<file path="src/rtl/tdm_demux_if.sv">
// Bus bundle for the TDM demultiplexer: serial word stream in, parallel frame out.
interface tdm_demux_if #(
  parameter int NUM_CH = 4,
  parameter int W      = 8
);
  localparam int CW = $clog2(NUM_CH);

  logic                in_valid;
  logic [W-1:0]        in_data;
  logic                in_sof;
  logic [NUM_CH*W-1:0] out_data;
  logic                out_valid;
  logic [CW-1:0]       ch_sel;
  logic                locked;
  logic                frame_err;

  modport master (
    output in_valid, in_data, in_sof,
    input  out_data, out_valid, ch_sel, locked, frame_err
  );

  modport slave (
    input  in_valid, in_data, in_sof,
    output out_data, out_valid, ch_sel, locked, frame_err
  );
endinterface

</file>
<file path="src/rtl/tdm_demux.sv">
// Time-division demultiplexer: rebuilds NUM_CH interleaved channels into a frame
// held in a shadow buffer and publishes only complete frames.
module tdm_demux #(
  parameter int NUM_CH = 4,
  parameter int W      = 8
) (
  input  logic        clk,
  input  logic        rst_n,
  tdm_demux_if.slave  bus
);
  localparam int CW = $clog2(NUM_CH);
  localparam logic [CW-1:0] LAST = CW'(NUM_CH - 1);

  typedef enum logic {HUNT, RUN} state_t;

  state_t              state, state_n;
  logic [CW-1:0]       ch_sel, ch_n;
  logic [W-1:0]        shadow [NUM_CH];
  logic [NUM_CH*W-1:0] out_q, frame_n;
  logic                out_valid_q, frame_err_q;
  logic                wr_en, complete, err;
  logic [CW-1:0]       wr_idx;

  always_comb begin
    state_n  = state;
    ch_n     = ch_sel;
    wr_en    = 1'b0;
    wr_idx   = ch_sel;
    complete = 1'b0;
    err      = 1'b0;
    if (bus.in_valid) begin
      unique case (state)
        HUNT: begin
          if (bus.in_sof) begin
            wr_en   = 1'b1;
            wr_idx  = '0;
            ch_n    = CW'(1);
            state_n = RUN;
          end
        end
        RUN: begin
          if (ch_sel != '0 && !bus.in_sof) begin
            wr_en = 1'b1;
            if (ch_sel == LAST) begin
              complete = 1'b1;
              ch_n     = '0;
            end else begin
              ch_n = ch_sel + CW'(1);
            end
          end else if (bus.in_sof) begin
            // An early SOF resyncs on the spot rather than dropping back to HUNT.
            err    = (ch_sel != '0);
            wr_en  = 1'b1;
            wr_idx = '0;
            ch_n   = CW'(1);
          end else begin
            err     = 1'b1;
            ch_n    = '0;
            state_n = HUNT;
          end
        end
        default: state_n = HUNT;
      endcase
    end
  end

  // The final channel word goes straight into the published frame.
  always_comb begin
    frame_n = '0;
    for (int k = 0; k < NUM_CH - 1; k++) frame_n[k*W +: W] = shadow[k];
    frame_n[(NUM_CH-1)*W +: W] = bus.in_data;
  end

  always_ff @(posedge clk or negedge rst_n) begin
    if (!rst_n) begin
      state       <= HUNT;
      ch_sel      <= '0;
      out_q       <= '0;
      out_valid_q <= 1'b0;
      frame_err_q <= 1'b0;
      for (int k = 0; k < NUM_CH; k++) shadow[k] <= '0;
    end else begin
      state       <= state_n;
      ch_sel      <= ch_n;
      out_valid_q <= complete;
      frame_err_q <= err;
      if (wr_en) shadow[wr_idx] <= bus.in_data;
      if (complete) out_q <= frame_n;
    end
  end

  assign bus.out_data  = out_q;
  assign bus.out_valid = out_valid_q;
  assign bus.ch_sel    = ch_sel;
  assign bus.locked    = (state == RUN);
  assign bus.frame_err = frame_err_q;
endmodule

</file>
<file path="src/flat_wrapper.sv">
// flat-port wrapper written by rule: the top's interface ports become plain ports
module tdm_demux_flat 
#(
  parameter int NUM_CH = 4,
  parameter int W      = 8
)
  (clk, rst_n, bus_in_valid, bus_in_data, bus_in_sof, bus_out_data, bus_out_valid, bus_ch_sel, bus_locked, bus_frame_err);
  tdm_demux_if #(.NUM_CH(NUM_CH), .W(W)) bus_i ();
  input  logic clk;
  input  logic rst_n;
  input wire logic [$bits(bus_i.in_valid)-1:0] bus_in_valid;
  input wire logic [$bits(bus_i.in_data)-1:0] bus_in_data;
  input wire logic [$bits(bus_i.in_sof)-1:0] bus_in_sof;
  output wire logic [$bits(bus_i.out_data)-1:0] bus_out_data;
  output wire logic [$bits(bus_i.out_valid)-1:0] bus_out_valid;
  output wire logic [$bits(bus_i.ch_sel)-1:0] bus_ch_sel;
  output wire logic [$bits(bus_i.locked)-1:0] bus_locked;
  output wire logic [$bits(bus_i.frame_err)-1:0] bus_frame_err;
  assign bus_i.in_valid = bus_in_valid;
  assign bus_i.in_data = bus_in_data;
  assign bus_i.in_sof = bus_in_sof;
  assign bus_out_data = bus_i.out_data;
  assign bus_out_valid = bus_i.out_valid;
  assign bus_ch_sel = bus_i.ch_sel;
  assign bus_locked = bus_i.locked;
  assign bus_frame_err = bus_i.frame_err;
  tdm_demux #(.NUM_CH(NUM_CH), .W(W)) u_core (.clk(clk), .rst_n(rst_n), .bus(bus_i));
endmodule
</file>
<file path="config.mk">
export PLATFORM = sky130hd
export DESIGN_NAME = tdm_demux_flat
export DESIGN_NICKNAME = d
export VERILOG_FILES = /design/src/rtl/tdm_demux_if.sv /design/src/rtl/tdm_demux.sv /design/src/flat_wrapper.sv
export SDC_FILE = /design/constraint.sdc
export NUM_CORES = 1
export LEC_CHECK = 0
export BUFFER_PORTS_ARGS = -buffer_cell sky130_fd_sc_hd__buf_2
export CORE_AREA = 2 2 89 69
export DETAILED_ROUTE_END_ITERATION = 10
export DIE_AREA = 0 0 91 71
export PLACE_DENSITY = 0.69
export SYNTH_ARGS = -nofsm -noshare
export SYNTH_HDL_FRONTEND = slang
export SYNTH_SLANG_ARGS = --single-unit
</file>
<file path="constraint.sdc">
create_clock -name clk -period 2 [get_ports clk]
set_input_delay 0.1 -clock clk [delete_from_list [all_inputs] [get_ports clk]]
set_output_delay 0.1 -clock clk [all_outputs]
set_load 0.05 [all_outputs]
</file>
Yosys cells after proc, flatten, opt, wreduce, memory -nomap -nowiden
Index checks and enable logic that the tools add are counted.
Storage, ports and cells
  input port bits: 12
  ROM bits: 0
  bits in writable memories: 0
  memories: 0
  latch bits: 0
  flip-flop bits (word level): 69
  output and inout bits: 37
Cells by class
  $lt $le $gt $ge: 2
  $mul: 0
  div/mod/pow operators: 0
  muxes and demuxes: 24
  reduce and logical (&&, ||, !) cells: 5
  eq/ne operators: 2
  $add $sub $neg: 1
  bitwise gates (word level): 2
  shift-type cells: 0
Operators by type and width (count)
  $bwmux 32: 1
  $demux 8 s2: 1
  $mux 1: 12
  $mux 2: 6
  $mux 8: 1
  $pmux 2 s2: 2
  $ge 3x3->1 const B: 1
  $lt 3x1->1 const B: 1
  $not 2->3: 1
  $add 2x1->2 const B: 1
  $eq 2x2->1 const B: 1
  $logic_and 1x1->1: 2
  $ne 2x2->1 const B: 1
  $pmux 1 s2: 1
  $reduce_and 2->1: 1
  $reduce_bool 2->1: 1
  $logic_not 1->1: 1
  $not 1->1: 1

Depth between registers and ports, before layout
  depth after elaboration: 11
  depth in mapped cells: 7

Worst setup path before layout
OpenSTA, ideal clock, no wires.
  kind: register to register
  from: reg u_core.ch_sel[0], in the netlist u_core.bus.ch_sel[0]
  to: reg u_core.shadow, in the netlist u_core.frame_n[17]
  stages on the path, launching flop included: 7
  path buffers: 0
  data required time: 1872 ps
  library setup time: 128 ps
  data arrival time: 2206 ps
  setup slack: -334 ps
  path through: dfrtp_1 inv_1 ha_1 ha_1 and4bb_4 nand3_4 mux2_1
Between the ends
  word-level cells in the longest chain between the ends: 11
Ends and longest elaborated chain
  from (decl): line tdm_demux.sv:17  | logic [CW-1:0] ch_sel, ch_n;
  from (signal assigned): line tdm_demux.sv:84  | ch_sel <= ch_n;
  $reduce_bool 2->1: line tdm_demux.sv:42  | if (ch_sel != '0 && !bus.in_sof) begin
  $logic_and 1x1->1: line tdm_demux.sv:42
  $mux 2: line tdm_demux.sv:42
  $pmux 2 s2: line tdm_demux.sv:32  | unique case (state)
  $mux 2: line tdm_demux.sv:31  | if (bus.in_valid) begin
  $not 2->3 (not written as such): line tdm_demux.sv:87  | if (wr_en) shadow[wr_idx] <= bus.in_data;
  $ge 3x3->1 (not written as such) or $lt 3x1->1 (tied branches): line tdm_demux.sv:87
  $logic_and 1x1->1 (not written as such): line tdm_demux.sv:87
  $mux 8 (not written as such): line tdm_demux.sv:87
  $demux 8 s2: line tdm_demux.sv:87
  $bwmux 32: line tdm_demux.sv:87
  to (signal, indexed assignment): line tdm_demux.sv:87
  to (decl): line tdm_demux.sv:18  | logic [W-1:0] shadow [NUM_CH];
Several ways; a longest one is shown, not always the timed one.
A chain may end at the register's enable or synchronous reset.

Worst setup path after layout
  from: reg u_core.ch_sel[0], in the netlist u_core.bus.ch_sel[0]
  to: reg u_core.out_q[9], in the netlist u_core.bus.out_data[9]
Between the ends
  word-level cells in the longest chain between the ends: 5
Ends and longest elaborated chain
  $eq 2x2->1 or $reduce_bool 2->1 (tied branches): line tdm_demux.sv:44, tdm_demux.sv:42
  $mux 1 or $logic_and 1x1->1 (tied branches): line tdm_demux.sv:44, tdm_demux.sv:42
  $mux 1 *: line tdm_demux.sv:42
  $mux 1 *: line tdm_demux.sv:32
  $mux 1 *: line tdm_demux.sv:31
  to (signal assigned): line tdm_demux.sv:88  | if (complete) out_q <= frame_n;
  to (decl): line tdm_demux.sv:19  | logic [NUM_CH*W-1:0] out_q, frame_n;
Mark *: on every way between the ends. The rest lies on a longest branch, timed or not.

==> results <==
- The startpoint kind of the worst setup timing path is a flop.
- The part of the power in the clock network is 23.6%.
- The switching share of power is 38.2%.
- The register-to-register setup slack is 200 ps.
- The final-report setup violation count is 0.
- The number of endpoints with negative hold slack in the final report is 0.
- The clock skew after layout is 5.98 ps.
- The area share of the largest cell type after synthesis is 62.5%.
- The via count is 1,437.
- By area the synthesized netlist is led by sky130_fd_sc_hd__dfrtp_1 (63%), sky130_fd_sc_hd__mux2_2 (26%), sky130_fd_sc_hd__ha_1 (2.0%).
- The transition at the pin with the smallest max-transition slack is 422 ps.
- The via count normalized by instance count is 4.89.
- The share of final-layout standard cells stronger than drive strength 1 is 62.5%.
- Yosys printed 0 warnings.
- The placeable core region is 0.00565 mm².
- Data on the critical path arrives at its endpoint at 2020 ps.
- The flow ran to the end, and the final reports show no timing, DRC or antenna violations.
- For this run, asynchronously set or reset flops after synthesis account for 100%.
- The cell-internal power is 2.95 mW.
- The capture instance of the worst register-to-register path is u_core.bus.out_data[9]$_DFFE_PN0P_.
- The first detailed-routing pass took 2 iterations.
- The cell count of the worst hold path is 2.
- The design draws 4.78 mW.
- The share of total power dissipated in combinational logic is 36.4%.
- Summing every instance area after synthesis gives 0.00244 mm².
- Counting distinct cell types in the post-synthesis netlist gives 19.
- Compared with the post-synthesis result, the final layout area differs by 23.5%.
- After technology mapping, the gate count stands at 150.
- After global routing the overflow that remains totals 0.
- The final weighted congestion in routability-driven placement is 0.786.
- The number of antenna diodes in the final layout is 0.
- The finished layout holds 294 standard cells, fillers aside.
- Cells fill 53.4% of the core in the end.
- The relative max-transition margin is 71.7%.
- The total nets after synthesis is 166.
- The switching power total is 1.82 mW.
- The first global-routing pass estimated 7450 µm of wire.
- For the worst setup path, the data required time is 2220 ps.
- Among all flip-flop cells after synthesis, the most frequent one is sky130_fd_sc_hd__dfrtp_1.
- The initial cell density of the core is 43.3%.
- The die is 91 µm wide.
- The startpoint of the tightest hold check path is bus_in_data[1].
- The launching point of the worst reg2reg path is u_core.bus.ch_sel[0]$_DFFE_PN0P_.
- The later pin in the worst-skew pair is clocked with a latency of 340 ps.
- The setup path with the least slack is of type flop to flop.
- The maximum fanout along the worst path is 33.
- Counting flops with a built-in enable in the synthesized netlist gives 0.
- After synthesis, the most frequently instantiated cells are sky130_fd_sc_hd__dfrtp_1 (61), sky130_fd_sc_hd__mux2_2 (56), sky130_fd_sc_hd__inv_1 (5), sky130_fd_sc_hd__nand2_1 (5), sky130_fd_sc_hd__ha_1 (4).
- In the routed design, unresolved DRC markers number 0.
- The number of design-rule violations left by the first detailed-router iteration is 40.
- The most repeated cell in the gate-level netlist after synthesis is sky130_fd_sc_hd__dfrtp_1.
- The number of filler instances in the final layout is 519.
- TritonCTS built the clock tree.
- The min-delay analysis places its worst path in the category primary input to flop.
- The post-detailed-route count of antenna-violating nets is 0.
- The pin count of the biggest net entering global routing is 34.
- Based on the critical path, the design can be clocked at up to 557 MHz.
- The number of global-route vias before repair was 1,495.
- The floorplan die height is 71 µm.
- Setup repair after global routing left no endpoint under its margin.
- The worst IR drop on VDD is 0.746 mV.
- Counting flops and latches in the post-synthesis netlist gives 61.
- Counting the buffers created by CTS gives 9.
- For this run, the register share of the synthesized area comes to 62.5%.
- The ratio of final minimum period to clock period is 89.8%.
- The tightest hold path in the finished design has a slack of 39.7 ps.
- The number of placed instances, taps included, is 277.
- The number of pins exceeding their max-slew limit in the final report is 0.
- The global routing usage summed across all routing layers is 15.4%.
- The critical path starts at u_core.bus.ch_sel[0]$_DFFE_PN0P_.
- In this run the deepest clock path goes through 2 buffers.
- Detailed placement finished with a half-perimeter wire length of 2960 µm.
- The post-CTS setup buffer count is 0.
- The total negative setup slack is 0 ps.
- The die outline area is 0.00646 mm².
- Counting cells, the worst reg-to-reg path comes to 7.
- Row generation in the floorplan step produced 24 rows.
- The clock root buffer is sky130_fd_sc_hd__clkbuf_8.
- The net total in the final layout is 227.
- After clock tree synthesis, the clock-pin slew on the worst setup and hold paths is 60 ps.
- The max capacitance violation total is 0.
- The element type at the critical path end is a flop.
- The synthesized area divided by synthesized cell count is 16.3 µm².
- The number of antenna violations at the first check in global routing is 0.
- For the finished layout, the period the worst path requires is 1800 ps.
- The number of buffer cells added on primary ports is 48.
- The post-detailed-route wirelength per cell is 14.4 µm.
- For this design the top-level I/O count stands at 49.
- Counting every sink on the clock net gives 61.
- Following the worst setup path forward leads to its endpoint at u_core.bus.out_data[9]$_DFFE_PN0P_.
- The library cell occupying the most area in the post-synthesis netlist is sky130_fd_sc_hd__dfrtp_1.
- In this run the static leakage power is 1.59 nW.
- Of the total power, registers draw 40.0%.
- The power density relative to cell area is 1580 mW/mm².
- The count of H-tree levels built during CTS is 3.
- The wire length reported by the detailed router is 4250 µm.
==> state kept, by name, summed over array words and instances, names as in the netlist <==
| name | cells |
|---|---|
| u_core.bus.locked | 1 |
| u_core.bus.frame_err | 1 |
| u_core.bus.out_valid | 1 |
| u_core.bus.out_data | 32 |
| u_core.bus.ch_sel | 2 |
| u_core.frame_n | 24 |
==> routing by layer <==
| layer | part of all wire (%) | vias up | wire, µm | global-route usage [%] |
|---|---|---|---|---|
| met4 | 1.9 | 0 | 80 | 7.58 |
| met5 | 0 | - | 0 | 0 |
| met1 | 45 | 737 | 1930 | 19.6 |
| met2 | 45 | 41 | 1930 | 22.6 |
| li1 | - | 650 | - | - |
| met3 | 7.2 | 9 | 307 | 6.71 |
==> what timing repair did <==
item / 4_1_cts / 5_1_grt
hold buffers: 1 / 0
hold endpoints to repair: 14 / 0
resized for setup: 0 / 0
==> cell type report <==
type / count / area, µm² / area share (%)
Sequential cell: 61 / 1530 / 50.8
Clock inverter: 3 / 42.5 / 1.41
Inverter: 5 / 18.8 / 0.622
Multi-Input combinational cell: 79 / 848 / 28.1
Clock buffer: 13 / 169 / 5.60
Tap cell: 78 / 97.6 / 3.24
Timing Repair Buffer: 55 / 308 / 10.2
==> power by group through the flow <==
stage / combinational, mW / sequential, mW / clock (mW)
after floorplan: 0.617 / 2.64 / 0
after global placement: 1.72 / 1.93 / 0
after detailed placement: 1.76 / 1.94 / 0
after CTS: 1.77 / 1.92 / 1.16
after global routing: 1.85 / 1.99 / 1.22
final: 1.74 / 1.91 / 1.13
==> cells by family after synthesis <==
group           count (synthesis)  synth area share (%)
fa+ha+maj                       4                  2.05
mux                            57                  26.3
simple gates                   12                  4.30
flops                          61                  62.5
buf+inv                        10                  2.77
compound gates                  6                  2.10
==> critical path: stages, from the launching register on <==
cell and delay [ps]:
sky130_fd_sc_hd__dfrtp_4 470, sky130_fd_sc_hd__inv_2 90, sky130_fd_sc_hd__ha_1 170, sky130_fd_sc_hd__inv_1 40, sky130_fd_sc_hd__ha_1 220, sky130_fd_sc_hd__nand4_2 110
sky130_fd_sc_hd__buf_12 210, sky130_fd_sc_hd__mux2_2 360
==> worst min-delay path by stage <==
stage | slack, ps | endpoint
2_1_floorplan | -200 | u_core.bus.ch_sel[1]$_DFFE_PN0P_
3_3_place_gp | 40 | u_core.bus.frame_err$_DFF_PN0_
3_5_place_dp | 40 | u_core.bus.frame_err$_DFF_PN0_
4_1_cts | 30 | u_core.frame_n[17]$_DFFE_PN0P_
5_1_grt | 40 | u_core.bus.out_data[30]$_DFFE_PN0P_
6_report | 40 | u_core.frame_n[17]$_DFFE_PN0P_
==> metrics by stage <==
step	worst slack, ps	cell area [µm²]
6_report	204	3020
4_1_cts	190	3020
3_5_place_dp	195	2790
2_1_floorplan	27.5	2450
5_1_grt	112	3020
3_3_place_gp	218	2790
==> layout by cell type (no fill, tap or decap), drive strengths merged, types with 2 or more instances in the layout <==
| master | synthesis | routed |
|---|---|---|
| dfrtp | 61 | 61 |
| inv | 5 | 5 |
| mux2 | 57 | 57 |
| clkbuf | 0 | 13 |
| ha | 4 | 4 |
| buf | 5 | 54 |
| nand3 | 2 | 2 |
| nand2 | 5 | 5 |
| o21ai | 2 | 2 |
No activity file was read; power rests on OpenSTA's default activity.
